[config.mk]
export PLATFORM = sky130hd
export DESIGN_NAME = equal_opp_rr_arbiter
export DESIGN_NICKNAME = d
export VERILOG_FILES = /design/src/rtl/equal_opp_pkg.sv /design/src/rtl/rr_picker.sv /design/src/rtl/equal_opp_rr_arbiter.sv
export SDC_FILE = /design/constraint.sdc
export NUM_CORES = 1
export LEC_CHECK = 0
export ABC_AREA = 1
export CELL_PAD_IN_SITES_DETAIL_PLACEMENT = 1
export CELL_PAD_IN_SITES_GLOBAL_PLACEMENT = 1
export CORE_MARGIN = 2
export CORE_UTILIZATION = 42
export CTS_BUF_LIST = sky130_fd_sc_hd__clkbuf_16
export CTS_CLUSTER_DIAMETER = 150
export DETAILED_ROUTE_END_ITERATION = 7
export GPL_TIMING_DRIVEN = 0
export PLACE_DENSITY = 0.85
export SYNTH_ARGS = -nofsm -noshare
export SYNTH_HDL_FRONTEND = slang
export SYNTH_SLANG_ARGS = --single-unit
[constraint.sdc]
create_clock -name clk -period 2.4 [get_ports clk]
set_input_delay 0.36 -clock clk [delete_from_list [all_inputs] [get_ports clk]]
set_output_delay 0.36 -clock clk [all_outputs]
set_load 0.02 [all_outputs]
[src/rtl/equal_opp_pkg.sv]
// rtl/equal_opp_pkg.sv - shared types and helpers for the equal-opportunity arbiter
package equal_opp_pkg;

  typedef enum logic {
    MODE_SLOT = 1'b0,
    MODE_RR   = 1'b1
  } arb_mode_e;

  typedef enum logic {
    ST_IDLE = 1'b0,
    ST_BUSY = 1'b1
  } arb_state_e;

  // Index width that never collapses to zero bits, including for n == 1 or 2.
  function automatic int clog2_min1(input int n);
    return (n < 2) ? 1 : $clog2(n);
  endfunction

endpackage

[src/rtl/rr_picker.sv]
// rtl/rr_picker.sv - rotating-priority picker: first set bit of mask from start upward
module rr_picker
  import equal_opp_pkg::*;
#(
  parameter int N_CH = 4,
  localparam int IDW = clog2_min1(N_CH)
) (
  input  logic [N_CH-1:0] mask_i,
  input  logic [IDW-1:0]  start_i,
  output logic            valid_o,
  output logic [IDW-1:0]  index_o
);

  logic [2*N_CH-1:0] dbl_mask;

  assign dbl_mask = {mask_i, mask_i};

  // Scan the duplicated mask inside the window [start, start+N_CH); the lowest hit wins.
  always_comb begin
    valid_o = 1'b0;
    index_o = '0;
    for (int j = 0; j < 2 * N_CH; j++) begin
      if (!valid_o && dbl_mask[j] &&
          (j >= int'(start_i)) && (j < int'(start_i) + N_CH)) begin
        valid_o = 1'b1;
        index_o = IDW'(j % N_CH);
      end
    end
  end

endmodule

[src/rtl/equal_opp_rr_arbiter.sv]
// rtl/equal_opp_rr_arbiter.sv - N-channel fair arbiter with slot or round-robin mode and starvation flags
module equal_opp_rr_arbiter
  import equal_opp_pkg::*;
#(
  parameter int N_CH     = 4,
  parameter int QUANTUM  = 2,
  parameter int MODE     = 1,
  parameter int WAIT_W   = 8,
  parameter int MAX_WAIT = 16,
  localparam int IDW = clog2_min1(N_CH)
) (
  input  logic            clk,
  input  logic            reset,
  input  logic [N_CH-1:0] req,
  output logic [N_CH-1:0] gnt,
  output logic            gnt_valid,
  output logic [IDW-1:0]  gnt_id,
  output logic [N_CH-1:0] starve
);

  localparam int  QW    = clog2_min1(QUANTUM);
  localparam bit  IS_RR = (MODE == int'(MODE_RR));

  arb_state_e        state_q, state_d;
  logic [IDW-1:0]    ptr_q, ptr_d;
  logic [IDW-1:0]    owner_q, owner_d;
  // Quantum counter in RR mode, slot-position counter in slot mode.
  logic [QW-1:0]     qcnt_q, qcnt_d;
  logic [N_CH-1:0]   gnt_q, gnt_d;
  logic              gnt_valid_q;
  logic [IDW-1:0]    gnt_id_q, gnt_id_d;
  logic [WAIT_W-1:0] wait_q [N_CH];
  logic [WAIT_W-1:0] wait_d [N_CH];
  logic [N_CH-1:0]   starve_q, starve_d;

  logic [N_CH-1:0]   pick_mask;
  logic [IDW-1:0]    pick_start;
  logic              pick_valid;
  logic [IDW-1:0]    pick_idx;

  function automatic logic [N_CH-1:0] onehot(input logic [IDW-1:0] idx);
    logic [N_CH-1:0] v;
    v      = '0;
    v[idx] = 1'b1;
    return v;
  endfunction

  function automatic logic [IDW-1:0] inc_mod(input logic [IDW-1:0] idx);
    return (idx == IDW'(N_CH - 1)) ? '0 : idx + IDW'(1);
  endfunction

  rr_picker #(.N_CH(N_CH)) u_picker (
    .mask_i  (pick_mask),
    .start_i (pick_start),
    .valid_o (pick_valid),
    .index_o (pick_idx)
  );

  // Next-state for the rotation pointer, RR ownership and the registered grant.
  always_comb begin
    state_d    = state_q;
    ptr_d      = ptr_q;
    owner_d    = owner_q;
    qcnt_d     = qcnt_q;
    gnt_d      = '0;
    pick_mask  = '0;
    pick_start = '0;
    if (!IS_RR) begin
      // Slots rotate regardless of demand; only the slot owner can be granted.
      if (qcnt_q == QW'(QUANTUM - 1)) begin
        qcnt_d = '0;
        ptr_d  = inc_mod(ptr_q);
      end else begin
        qcnt_d = qcnt_q + QW'(1);
      end
      gnt_d = onehot(ptr_d) & req;
    end else begin
      case (state_q)
        ST_IDLE: begin
          pick_mask  = req;
          pick_start = ptr_q;
          if (pick_valid) begin
            owner_d = pick_idx;
            qcnt_d  = '0;
            state_d = ST_BUSY;
          end
        end
        ST_BUSY: begin
          pick_mask  = req & ~onehot(owner_q);
          pick_start = inc_mod(owner_q);
          if (!req[owner_q] || (qcnt_q == QW'(QUANTUM - 1))) begin
            // Release: hand off in the same edge when someone else waits.
            ptr_d  = inc_mod(owner_q);
            qcnt_d = '0;
            if (pick_valid) begin
              owner_d = pick_idx;
            end else if (!req[owner_q]) begin
              state_d = ST_IDLE;
            end
          end else begin
            qcnt_d = qcnt_q + QW'(1);
          end
        end
        default: state_d = ST_IDLE;
      endcase
      if (state_d == ST_BUSY) begin
        gnt_d = onehot(owner_d);
      end
    end
  end

  // Encode the index of the next grant.
  always_comb begin
    gnt_id_d = '0;
    for (int i = 0; i < N_CH; i++) begin
      if (gnt_d[i]) begin
        gnt_id_d = IDW'(i);
      end
    end
  end

  // Per-channel wait time against the currently visible grant, saturating.
  always_comb begin
    for (int i = 0; i < N_CH; i++) begin
      if (req[i] && !gnt_q[i]) begin
        wait_d[i] = (wait_q[i] == {WAIT_W{1'b1}}) ? wait_q[i] : wait_q[i] + WAIT_W'(1);
      end else begin
        wait_d[i] = '0;
      end
      starve_d[i] = (wait_d[i] >= WAIT_W'(MAX_WAIT));
    end
  end

  // State and output registers; reset drops any grant without handoff.
  always_ff @(posedge clk) begin
    if (reset) begin
      state_q     <= ST_IDLE;
      ptr_q       <= '0;
      owner_q     <= '0;
      qcnt_q      <= '0;
      gnt_q       <= '0;
      gnt_valid_q <= 1'b0;
      gnt_id_q    <= '0;
      starve_q    <= '0;
      for (int i = 0; i < N_CH; i++) begin
        wait_q[i] <= '0;
      end
    end else begin
      state_q     <= state_d;
      ptr_q       <= ptr_d;
      owner_q     <= owner_d;
      qcnt_q      <= qcnt_d;
      gnt_q       <= gnt_d;
      gnt_valid_q <= |gnt_d;
      gnt_id_q    <= gnt_id_d;
      starve_q    <= starve_d;
      for (int i = 0; i < N_CH; i++) begin
        wait_q[i] <= wait_d[i];
      end
    end
  end

  assign gnt       = gnt_q;
  assign gnt_valid = gnt_valid_q;
  assign gnt_id    = gnt_id_q;
  assign starve    = starve_q;

endmodule

==> run_summary.xml, run 1 <==
<?xml version="1.0" encoding="UTF-8"?>
<metrics>
  <group name="synthesis">
    <metric name="synthesis.instances" unit="">320</metric>
    <metric name="yosysSeqAreaShare" unit="">0.4206</metric>
    <metric name="synthesis.yosys.warnings" unit="">0</metric>
    <metric name="synth.ff_latch_count" unit="">49</metric>
    <metric name="ys.flop_type" unit="">dfxtp_1</metric>
    <metric name="syn-cell-area" unit="µm²">2332</metric>
    <metric name="yosysUniqueCellTypes" unit="">30</metric>
    <metric name="postSynth.asyncResetShare" unit="">0</metric>
    <metric name="synth-edff-count" unit="">0</metric>
    <metric name="syn-mean-instance-area" unit="µm²">7.288</metric>
    <metric name="synth.net_count" unit="">334</metric>
  </group>
  <group name="flow_run">
    <metric name="cap_viol_max_count" unit="">0</metric>
  </group>
  <group name="floorplanning">
    <metric name="dieWidth" unit="µm">78.52</metric>
    <metric name="ios" unit="">17</metric>
    <metric name="rows" unit="">27</metric>
    <metric name="initial_standard_cell_utilization_of_the_core" unit="">0.4288</metric>
    <metric name="floorplan.die_area" unit="µm²">6165</metric>
    <metric name="coreArea" unit="µm²">5439</metric>
    <metric name="die_h" unit="µm">78.52</metric>
  </group>
  <group name="setup_path">
    <metric name="cp_top_family" unit="">simple AND/OR/NAND/NOR gates</metric>
    <metric name="crit_type" unit="">reg2reg</metric>
    <metric name="endpoint_kind" unit="">register</metric>
    <metric name="cp.buffers_inverters" unit="">2</metric>
    <metric name="worst_path_max_delay_cell" unit="">dfxtp_1</metric>
    <metric name="ff2ff_setup_slack" unit="ps">330</metric>
    <metric name="timing.critical_path.mode_cell" unit="">nand2_1</metric>
    <metric name="worst-endpoint-required" unit="ps">2580</metric>
    <metric name="critPathLaunchType" unit="">register</metric>
    <metric name="critical_path.cell_chain" unit="">inv_1 &gt; ha_1 &gt; nand2_1 &gt; o21ai_2 &gt; nand2_1 &gt; nand2_2 &gt; nand2_1 &gt; nor2_2 &gt; nand3_2 &gt; inv_2 &gt; nor2_4 &gt; nand3_2 &gt; nor2_1</metric>
    <metric name="worstPathMaxFanout" unit="">9</metric>
    <metric name="peak_per_stage_delay_on_the_critical_path" unit="ps">540</metric>
    <metric name="worst_path_arrival" unit="ps">2250</metric>
  </group>
  <group name="pwr">
    <metric name="power_density" unit="nW/µm²">741.2</metric>
    <metric name="vdd.ir_drop.worst" unit="V">0.0004613</metric>
    <metric name="p_leak" unit="µW">0.001296</metric>
    <metric name="finalPower" unit="µW">2015</metric>
  </group>
  <group name="grt">
    <metric name="grt_antenna_before_repair" unit="">0</metric>
    <metric name="groute.usage.overall" unit="">0.1929</metric>
    <metric name="maximum_number_of_pins_on_one_net_before_global_route_repair" unit="">14</metric>
    <metric name="global_route.overflow_total" unit="">0</metric>
    <metric name="grt_first_pass_wirelength" unit="mm">9.535</metric>
    <metric name="first_global_vias" unit="">2126</metric>
  </group>
  <group name="clock_network">
    <metric name="clockBufferDepth" unit="">2</metric>
    <metric name="cts_hold_repair.buffers" unit="">0</metric>
    <metric name="root_buf_cell" unit="">clkbuf_16</metric>
    <metric name="postCtsSetupBuffers" unit="">0</metric>
    <metric name="cts_inserted_buffers" unit="">5</metric>
    <metric name="cts_repair_resize_count" unit="">0</metric>
    <metric name="clock_sinks" unit="">49</metric>
    <metric name="clock_slew_seen_by_the_registers_of_the_worst_setup_and_hold_paths" unit="ps">60</metric>
    <metric name="clock_tree.htree_level_count" unit="">2</metric>
    <metric name="clock_latency" unit="ps">280</metric>
    <metric name="tritoncts" unit="">done</metric>
  </group>
  <group name="final_layout">
    <metric name="layout_commonest_cell" unit="">nand2_1</metric>
    <metric name="post_layout_nonfiller_instances" unit="">416</metric>
    <metric name="layout.cells.most_common_list" unit="">nand2_1 (63), inv_1 (51), dfxtp_1 (49), nor2_1 (43), o21ai_0 (22)</metric>
    <metric name="antenna_cells" unit="">0</metric>
    <metric name="final_layout_size_suffix_gt1_frac" unit="">0.08140</metric>
    <metric name="syn2layout_area_growth" unit="%">16.58</metric>
    <metric name="fin_nets" unit="">357</metric>
  </group>
  <group name="sta">
    <metric name="slew_violations" unit="">0</metric>
    <metric name="fin_worst_skew" unit="ps">3.487</metric>
    <metric name="timing.final.setup_violations" unit="">0</metric>
    <metric name="setup_repair_after_global_routing_missed_its_margin" unit="">false</metric>
    <metric name="fmax" unit="GHz">0.4820</metric>
    <metric name="tns" unit="ps">0</metric>
    <metric name="final-hold-violation-count" unit="">0</metric>
    <metric name="finalCriticalPeriod" unit="ps">2075</metric>
    <metric name="layout_worst_path_cycle_share" unit="">0.8645</metric>
    <metric name="worst_slew_margin_rel" unit="">0.6695</metric>
    <metric name="tightestPinTransition" unit="ps">492.0</metric>
  </group>
  <group name="route">
    <metric name="ant_nets" unit="">0</metric>
    <metric name="routed_via_density" unit="">4.906</metric>
    <metric name="routed_wire_length_per_instance" unit="µm">12.86</metric>
    <metric name="drc" unit="">0</metric>
    <metric name="finalWirelength" unit="mm">5.351</metric>
    <metric name="num_vias" unit="">2041</metric>
    <metric name="initialDrtViolationCount" unit="">120</metric>
    <metric name="detail_route.first_pass.iterations" unit="">4</metric>
  </group>
  <group name="min_path">
    <metric name="worst_hold_path_type" unit="">reg2reg</metric>
  </group>
  <group name="placement">
    <metric name="detailed_placement_hpwl" unit="mm">4.006</metric>
    <metric name="number_of_buffers_added_on_ports" unit="">16</metric>
    <metric name="place.detailed.instances" unit="">408</metric>
    <metric name="place.gp.congestion" unit="">0.8259</metric>
  </group>
  <group name="run_status">
    <metric name="status" unit="">completed</metric>
  </group>
</metrics>
-- synthesized netlist by cell type, types with 4 or more instances --
cell type / count / area (µm²)
nand3_1: 19 / 95.09
o21ai_0: 22 / 110.1
xor2_1: 5 / 43.79
nor3_1: 6 / 30.03
dfxtp_1: 49 / 980.9
a21oi_1: 13 / 65.06
xnor2_1: 6 / 52.55
nand3_2: 5 / 50.05
nand2_1: 63 / 236.5
inv_1: 48 / 180.2
ha_1: 8 / 100.1
nand4_1: 4 / 25.02
nor2_1: 43 / 161.4
-- worst min-delay path: stages, from the launching register on --
cell and delay (ps):
dfxtp_1 310, nand2_1 60, a21oi_1 50
-- cell families (layout without fill, tap and decap cells) --
| family | after synthesis | after routing | share of synthesized area |
|---|---|---|---|
| AND/OR/NAND/NOR | 154 | 154 | 0.3015 |
| buffers and inverters | 53 | 77 | 0.08852 |
| flip-flops | 49 | 49 | 0.4206 |
| AO/OA/AOI/OAI | 45 | 45 | 0.1052 |
| XOR/XNOR | 11 | 11 | 0.04131 |
| adder cells (fa/ha/maj) | 8 | 8 | 0.04292 |
-- sequential cells by signal (all words and copies together) (netlist names) --
| signal | count |
|---|---|
| wait_q | 32 |
| state_q | 1 |
| qcnt_q | 1 |
| ptr_q | 2 |
| gnt_valid | 1 |
| gnt_id | 2 |
| starve | 4 |
| gnt | 4 |
| owner_q | 2 |
-- per-layer routing --
layer | part of all wire | up-vias | track usage
met4 | 0.011 | 0 | 0.05614
met3 | 0.019 | 7 | 0.04138
li1 | - | 1068 | -
met5 | 0 | - | 0
met1 | 0.46 | 953 | 0.2335
met2 | 0.51 | 13 | 0.3419
-- cell type report --
type | instances | area, µm²
clock inverters | 3 | 11.26
fillers | 700 | 2720
inverters | 51 | 191.4
flip-flops and latches | 49 | 980.9
multi-input cells | 218 | 1145
clock buffers | 5 | 125.1
plain buffers | 2 | 15.01
repair buffers | 16 | 160.2
well taps | 72 | 90.09
-- final timing paths --
check | startpoint | end | cells after the start
max | owner_q[0]$_SDFF_PP0_ | gnt[0]$_SDFF_PP0_ | 13
min | ptr_q[0]$_SDFFE_PP0P_ | ptr_q[0]$_SDFFE_PP0P_ | 2
max reg2reg | owner_q[0]$_SDFF_PP0_ | gnt[0]$_SDFF_PP0_ | 13
min reg2reg | ptr_q[0]$_SDFFE_PP0P_ | ptr_q[0]$_SDFFE_PP0P_ | 2
-- stage by stage --
step	util	hold WS, ps	setup slack, ps	cell area (µm²)
final	0.4999	466.7	325.2	2719
after global routing	0.4999	498.8	81.43	2719
after CTS	0.4999	471.0	307.0	2719
after detailed placement	0.4748	462.7	279.6	2582
after global placement	0.4748	453.4	319.7	2582
after floorplan	-	429.7	662.4	2332
-- power breakdown --
| group | switching [µW] | internal (µW) |
|---|---|---|
| clock network | 278 | 375 |
| registers | 51.5 | 875 |
| logic | 272 | 163 |
| total | 602 | 1410 |
No activity file was read; power rests on OpenSTA's default activity.
==> run 2: changes to the inputs <==
Settings changed: CORE_ASPECT_RATIO set to 0.8, REMOVE_ABC_BUFFERS set to 1, SLEW_MARGIN set to 10.
==> run 2 against run 1 <==
  * Clock skew is 0.95 ps lower
  * Design area is 1.1% lower
  * Power is 0.51% lower
  * Wire length is 2.1% lower
  * Sequential power is 0.4% higher
  * Register-to-register slack worse by 40 ps
  * Largest cell class unchanged
==> run_summary.xml, run 2 (synthesized netlist as in run 1, its figures left out) <==
<?xml version="1.0" encoding="UTF-8"?>
<metrics>
  <group name="route">
    <metric name="finalWirelength" unit="mm">5.239</metric>
    <metric name="routed_via_density" unit="">5.032</metric>
    <metric name="initialDrtViolationCount" unit="">47</metric>
    <metric name="num_vias" unit="">2038</metric>
    <metric name="routed_wire_length_per_instance" unit="µm">12.94</metric>
    <metric name="detail_route.first_pass.iterations" unit="">4</metric>
    <metric name="ant_nets" unit="">0</metric>
    <metric name="drc" unit="">0</metric>
  </group>
  <group name="final_layout">
    <metric name="antenna_cells" unit="">0</metric>
    <metric name="finalInstanceArea" unit="µm²">2689</metric>
    <metric name="syn2layout_area_growth" unit="%">15.29</metric>
    <metric name="fin_nets" unit="">355</metric>
    <metric name="layout_commonest_cell" unit="">nand2_1</metric>
    <metric name="largest_register_ffs" unit="">32</metric>
    <metric name="top_reg_by_flops" unit="">wait_q</metric>
    <metric name="final_layout_size_suffix_gt1_frac" unit="">0.08235</metric>
    <metric name="layout.cells.most_common_list" unit="">nand2_1 (63), dfxtp_1 (49), inv_1 (48), nor2_1 (43), o21ai_0 (22)</metric>
    <metric name="layout.core_utilization" unit="">0.4975</metric>
  </group>
  <group name="placement">
    <metric name="placement.setup.worst_slack" unit="ps">24.95</metric>
    <metric name="placed_area" unit="µm²">2559</metric>
    <metric name="detailed_placement_hpwl" unit="mm">3.985</metric>
    <metric name="place.gp.congestion" unit="">0.8546</metric>
    <metric name="number_of_buffers_added_on_ports" unit="">16</metric>
  </group>
  <group name="clock_network">
    <metric name="clockBufferDepth" unit="">2</metric>
    <metric name="tritoncts" unit="">done</metric>
    <metric name="root_buf_cell" unit="">clkbuf_16</metric>
    <metric name="clock_slew_seen_by_the_registers_of_the_worst_setup_and_hold_paths" unit="ps">60</metric>
    <metric name="cts_repair_resize_count" unit="">0</metric>
    <metric name="clock_latency" unit="ps">280</metric>
    <metric name="clock_sinks" unit="">49</metric>
    <metric name="postCtsSetupBuffers" unit="">0</metric>
    <metric name="cts_hold_repair.buffers" unit="">0</metric>
    <metric name="clock_tree.htree_level_count" unit="">2</metric>
    <metric name="cts_inserted_buffers" unit="">5</metric>
  </group>
  <group name="sta">
    <metric name="fin_worst_skew" unit="ps">2.537</metric>
    <metric name="setup_repair_after_global_routing_missed_its_margin" unit="">false</metric>
    <metric name="final-hold-violation-count" unit="">0</metric>
    <metric name="finalCriticalPeriod" unit="ps">2111</metric>
    <metric name="timing.final.setup_violations" unit="">0</metric>
    <metric name="final.hold.worst_slack" unit="ps">465.8</metric>
    <metric name="layout_worst_path_cycle_share" unit="">0.8795</metric>
    <metric name="slew_violations" unit="">0</metric>
    <metric name="layout_setup_ws" unit="ps">289.2</metric>
    <metric name="tns" unit="ps">0</metric>
    <metric name="worst_slew_margin_rel" unit="">0.5804</metric>
    <metric name="fmax" unit="GHz">0.4737</metric>
    <metric name="tightestPinTransition" unit="ps">627.4</metric>
  </group>
  <group name="setup_path">
    <metric name="critPathLaunchType" unit="">register</metric>
    <metric name="worst-endpoint-required" unit="ps">2580</metric>
    <metric name="startpoint" unit="">owner_q[0]$_SDFF_PP0_</metric>
    <metric name="critical_path.reg2reg.startpoint" unit="">owner_q[0]$_SDFF_PP0_</metric>
    <metric name="crit_type" unit="">reg2reg</metric>
    <metric name="endpoint_kind" unit="">register</metric>
    <metric name="crit-reg2reg-capture" unit="">gnt[0]$_SDFF_PP0_</metric>
    <metric name="worst_path_arrival" unit="ps">2290</metric>
    <metric name="critPathCapture" unit="">gnt[0]$_SDFF_PP0_</metric>
    <metric name="worst_r2r_path_depth" unit="">13</metric>
    <metric name="ff2ff_setup_slack" unit="ps">290</metric>
    <metric name="worstPathMaxFanout" unit="">9</metric>
  </group>
  <group name="grt">
    <metric name="global_route.overflow_total" unit="">0</metric>
    <metric name="first_global_vias" unit="">2076</metric>
    <metric name="grt_first_pass_wirelength" unit="mm">9.239</metric>
    <metric name="grt_antenna_before_repair" unit="">0</metric>
    <metric name="groute.usage.overall" unit="">0.1874</metric>
    <metric name="maximum_number_of_pins_on_one_net_before_global_route_repair" unit="">14</metric>
  </group>
  <group name="floorplanning">
    <metric name="initial_standard_cell_utilization_of_the_core" unit="">0.4315</metric>
    <metric name="floorplan.die_area" unit="µm²">6169</metric>
    <metric name="dieWidth" unit="µm">87.32</metric>
    <metric name="ios" unit="">17</metric>
    <metric name="coreArea" unit="µm²">5405</metric>
    <metric name="die_h" unit="µm">70.65</metric>
    <metric name="rows" unit="">24</metric>
  </group>
  <group name="flow_run">
    <metric name="cap_viol_max_count" unit="">0</metric>
  </group>
  <group name="run_status">
    <metric name="status" unit="">completed</metric>
  </group>
  <group name="pwr">
    <metric name="vdd.ir_drop.worst" unit="V">0.0003846</metric>
    <metric name="p_leak" unit="µW">0.001277</metric>
    <metric name="power_density" unit="nW/µm²">745.7</metric>
  </group>
  <group name="min_path">
    <metric name="worst_hold_path_type" unit="">reg2reg</metric>
  </group>
</metrics>
[run 2: changes by cell type in the layout (fill, tap and decap cells not counted)]
cell,delta
inv_1,-3
clkinv_2,+1
clkbuf_1,-1
buf_6,-1
[run 2: worst min-delay path by stage]
stage,from,to,slack [ps],cells past startpoint
after global routing,ptr_q[0]$_SDFFE_PP0P_,ptr_q[0]$_SDFFE_PP0P_,500,2
after detailed placement,ptr_q[0]$_SDFFE_PP0P_,ptr_q[0]$_SDFFE_PP0P_,460,2
after CTS,ptr_q[0]$_SDFFE_PP0P_,ptr_q[0]$_SDFFE_PP0P_,470,2
final,ptr_q[0]$_SDFFE_PP0P_,ptr_q[0]$_SDFFE_PP0P_,470,2
after floorplan,reset,ptr_q[0]$_SDFFE_PP0P_,430,1
after global placement,ptr_q[0]$_SDFFE_PP0P_,ptr_q[0]$_SDFFE_PP0P_,450,2
[run 2: through the flow]
stage | instances | total power [µW]
after global routing | 405 | 2122
after CTS | 405 | 2028
after detailed placement | 399 | 1377
final | 405 | 2005
after floorplan | 318 | 1226
after global placement | 399 | 1358
[run 2: worst max-delay path, cell delays in order (launching register included)]
cell	delay (ps)
dfxtp_1	510
inv_1	150
ha_1	330
nand2_1	60
o21ai_2	90
nand2_1	90
nand2_2	110
nand2_1	80
nor2_2	160
nand3_1	100
nand2_1	100
nand2_2	90
inv_1	90
nor2_1	50
[run 2: report_power, final]
part / internal [µW] / leakage (µW) / switching [µW] / total [µW]
Sequential: 875 / 0.000399 / 55.9 / 931
Combinational: 161 / 0.000813 / 269 / 429
Clock: 372 / 0.0000655 / 272 / 644
Total: 1410 / 0.00128 / 597 / 2010
[run 2: final cells by class]
type                    instances  area [µm²]
fillers                       710        2716
multi-input cells             218        1145
flip-flops and latches         49       980.9
inverters                      51       191.4
repair buffers                 16       160.2
clock buffers                   5       125.1
well taps                      65       81.33
clock inverters                 1       5.005
[run 2: layer usage]
metal | track usage | routed length, µm | vias up
li1 | - | - | 1053
met1 | 0.2413 | 2526 | 962
met2 | 0.3131 | 2552 | 18
met3 | 0.04551 | 122 | 5
met4 | 0.05128 | 38 | 0
met5 | 0 | 0 | -
==> run 3: changes to the inputs <==
Settings changed: CAP_MARGIN set to 20, CORE_UTILIZATION 42 to 45, PLACE_DENSITY 0.85 to not set, PLACE_DENSITY_LB_ADDON set to 0.15.
Clock period 2.4 ns to 2.7 ns, I/O delays scaled along.
==> run 3 against run 2 <==
  * Utilization rose by 4.0 points
  * First-iteration DRC count grew 57%
  * Register-to-register slack improved by 300 ps
  * Critical path depth fell by 5
  * Power decreased by 10%
  * Clock power is 8.1% lower
  * Combinational power decreased by 11%
  * Sequential power fell by 12%
  * Worst setup slack improved by 280 ps
  * Flip-flop and latch count unchanged
  * Clock-buffer cell count unchanged
  * Largest cell class unchanged
  * Highest routed layer unchanged
==> run_summary.xml, run 3 (synthesized netlist as in run 1, its figures left out) <==
<?xml version="1.0" encoding="UTF-8"?>
<metrics>
  <group name="run_status">
    <metric name="status" unit="">completed</metric>
  </group>
  <group name="pwr">
    <metric name="p_leak" unit="µW">0.001280</metric>
    <metric name="vdd.ir_drop.worst" unit="V">0.0004199</metric>
    <metric name="finalPower" unit="µW">1797</metric>
    <metric name="power_density" unit="nW/µm²">667.5</metric>
  </group>
  <group name="setup_path">
    <metric name="peak_per_stage_delay_on_the_critical_path" unit="ps">830</metric>
    <metric name="endpoint_kind" unit="">register</metric>
    <metric name="worst_path_max_delay_cell" unit="">clkdlybuf4s50_1</metric>
    <metric name="critical_path.cell_chain" unit="">clkdlybuf4s50_1 &gt; inv_1 &gt; nand2_1 &gt; inv_1 &gt; nand2_1 &gt; inv_1 &gt; nor3_1 &gt; nand2_1</metric>
    <metric name="worst_path_arrival" unit="ps">2310</metric>
    <metric name="critPathLaunchType" unit="">primary input</metric>
    <metric name="worst-endpoint-required" unit="ps">2880</metric>
    <metric name="worst_r2r_path_depth" unit="">13</metric>
    <metric name="crit_type" unit="">in2reg</metric>
    <metric name="worstPathMaxFanout" unit="">13</metric>
  </group>
  <group name="route">
    <metric name="routed_wire_length_per_instance" unit="µm">12.55</metric>
    <metric name="detail_route.first_pass.iterations" unit="">4</metric>
    <metric name="routed_via_density" unit="">4.973</metric>
    <metric name="num_vias" unit="">2009</metric>
    <metric name="drc" unit="">0</metric>
    <metric name="finalWirelength" unit="mm">5.071</metric>
    <metric name="initialDrtViolationCount" unit="">74</metric>
    <metric name="ant_nets" unit="">0</metric>
  </group>
  <group name="floorplanning">
    <metric name="dieWidth" unit="µm">84.49</metric>
    <metric name="initial_standard_cell_utilization_of_the_core" unit="">0.4658</metric>
    <metric name="ios" unit="">17</metric>
    <metric name="coreArea" unit="µm²">5007</metric>
    <metric name="die_h" unit="µm">68.39</metric>
    <metric name="floorplan.die_area" unit="µm²">5778</metric>
    <metric name="rows" unit="">23</metric>
  </group>
  <group name="sta">
    <metric name="tns" unit="ps">0</metric>
    <metric name="tightestPinTransition" unit="ps">572.5</metric>
    <metric name="final.hold.worst_slack" unit="ps">466.1</metric>
    <metric name="worst_slew_margin_rel" unit="">0.6172</metric>
    <metric name="final-hold-violation-count" unit="">0</metric>
    <metric name="setup_repair_after_global_routing_missed_its_margin" unit="">false</metric>
    <metric name="finalCriticalPeriod" unit="ps">2128</metric>
    <metric name="layout_worst_path_cycle_share" unit="">0.7883</metric>
    <metric name="timing.final.setup_violations" unit="">0</metric>
    <metric name="fin_worst_skew" unit="ps">5.328</metric>
    <metric name="fmax" unit="GHz">0.4699</metric>
    <metric name="slew_violations" unit="">0</metric>
  </group>
  <group name="final_layout">
    <metric name="fin_nets" unit="">355</metric>
    <metric name="multi_input_comb_area" unit="µm²">1145</metric>
    <metric name="filler_cell_count" unit="">666</metric>
    <metric name="antenna_cells" unit="">0</metric>
    <metric name="layout.cells.most_common_list" unit="">nand2_1 (63), dfxtp_1 (49), inv_1 (48), nor2_1 (43), o21ai_0 (22)</metric>
    <metric name="layout_commonest_cell" unit="">nand2_1</metric>
    <metric name="final_layout_size_suffix_gt1_frac" unit="">0.08187</metric>
    <metric name="syn2layout_area_growth" unit="%">15.45</metric>
    <metric name="seqCellArea" unit="µm²">980.9</metric>
    <metric name="largest_register_ffs" unit="">32</metric>
    <metric name="top_reg_by_flops" unit="">wait_q</metric>
  </group>
  <group name="grt">
    <metric name="groute.usage.overall" unit="">0.1896</metric>
    <metric name="global_route.peak_usage_layer" unit="">met2</metric>
    <metric name="grt_first_pass_wirelength" unit="mm">8.645</metric>
    <metric name="met3_routing_resource_usage_after_global_routing" unit="">0.04343</metric>
    <metric name="grt_antenna_before_repair" unit="">0</metric>
    <metric name="maximum_number_of_pins_on_one_net_before_global_route_repair" unit="">15</metric>
    <metric name="first_global_vias" unit="">1920</metric>
    <metric name="globalRouteMet1Util" unit="">0.2449</metric>
    <metric name="global_route.overflow_total" unit="">0</metric>
    <metric name="global_route.usage.met2" unit="">0.3140</metric>
  </group>
  <group name="clock_network">
    <metric name="cts_repair_resize_count" unit="">0</metric>
    <metric name="cts_inserted_buffers" unit="">5</metric>
    <metric name="clock_sinks" unit="">49</metric>
    <metric name="clock_latency" unit="ps">290</metric>
    <metric name="clockBufferDepth" unit="">2</metric>
    <metric name="cts_hold_repair.buffers" unit="">0</metric>
    <metric name="postCtsSetupBuffers" unit="">0</metric>
    <metric name="clock_slew_seen_by_the_registers_of_the_worst_setup_and_hold_paths" unit="ps">60</metric>
    <metric name="clock_tree.htree_level_count" unit="">2</metric>
    <metric name="tritoncts" unit="">done</metric>
    <metric name="root_buf_cell" unit="">clkbuf_16</metric>
  </group>
  <group name="placement">
    <metric name="number_of_buffers_added_on_ports" unit="">16</metric>
    <metric name="detailed_placement_hpwl" unit="mm">3.842</metric>
    <metric name="place.gp.congestion" unit="">0.7980</metric>
  </group>
  <group name="flow_run">
    <metric name="cap_viol_max_count" unit="">0</metric>
  </group>
  <group name="min_path">
    <metric name="worst_hold_path_type" unit="">reg2reg</metric>
    <metric name="min_delay_path_depth" unit="">2</metric>
  </group>
</metrics>
## run 3: report_power, final
part | leakage [µW] | internal [µW] | switching (µW) | total [µW]
clock network | 0.0000687 | 335 | 257 | 592
logic | 0.000813 | 143 | 239 | 382
registers | 0.000399 | 778 | 45.7 | 823
total | 0.00128 | 1260 | 541 | 1800
## run 3: worst max-delay path, delay by kind of cell
| family | cells | cell delay (ps) |
|---|---|---|
| buffers and inverters | 4 | 1320 |
| AND/OR/NAND/NOR | 4 | 570 |
## run 3: worst paths after layout
kind / start / endpoint / slack, ps
setup / recovery: reset / starve[3]$_SDFF_PP0_ / 570
hold / removal: ptr_q[0]$_SDFFE_PP0P_ / ptr_q[0]$_SDFFE_PP0P_ / 470
setup reg to reg: owner_q[0]$_SDFF_PP0_ / gnt[0]$_SDFF_PP0_ / 590
hold reg to reg: ptr_q[0]$_SDFFE_PP0P_ / ptr_q[0]$_SDFFE_PP0P_ / 470
## run 3: metrics by stage
step	cell area [µm²]	utilization	cells	setup WS, ps
CTS	2693	0.5377	404	547.3
finish	2693	0.5377	404	571.7
global placement	2555	0.5102	396	232.4
global route	2693	0.5377	404	303.0
floorplan	2317	-	318	948.3
detailed placement	2555	0.5102	396	241.3
## run 3: metal layers
metal / part of all wire / up-vias
met2: 0.46 / 20
met5: 0 / -
met3: 0.025 / 5
met4: 0.012 / 0
met1: 0.50 / 925
li1: - / 1059
## run 3: layout make-up
type | instances | area share
inverters | 51 | 0.07110
repair buffers | 16 | 0.05948
multi-input cells | 218 | 0.4252
clock buffers | 5 | 0.04647
clock inverters | 3 | 0.004647
well taps | 62 | 0.02881
flip-flops and latches | 49 | 0.3643
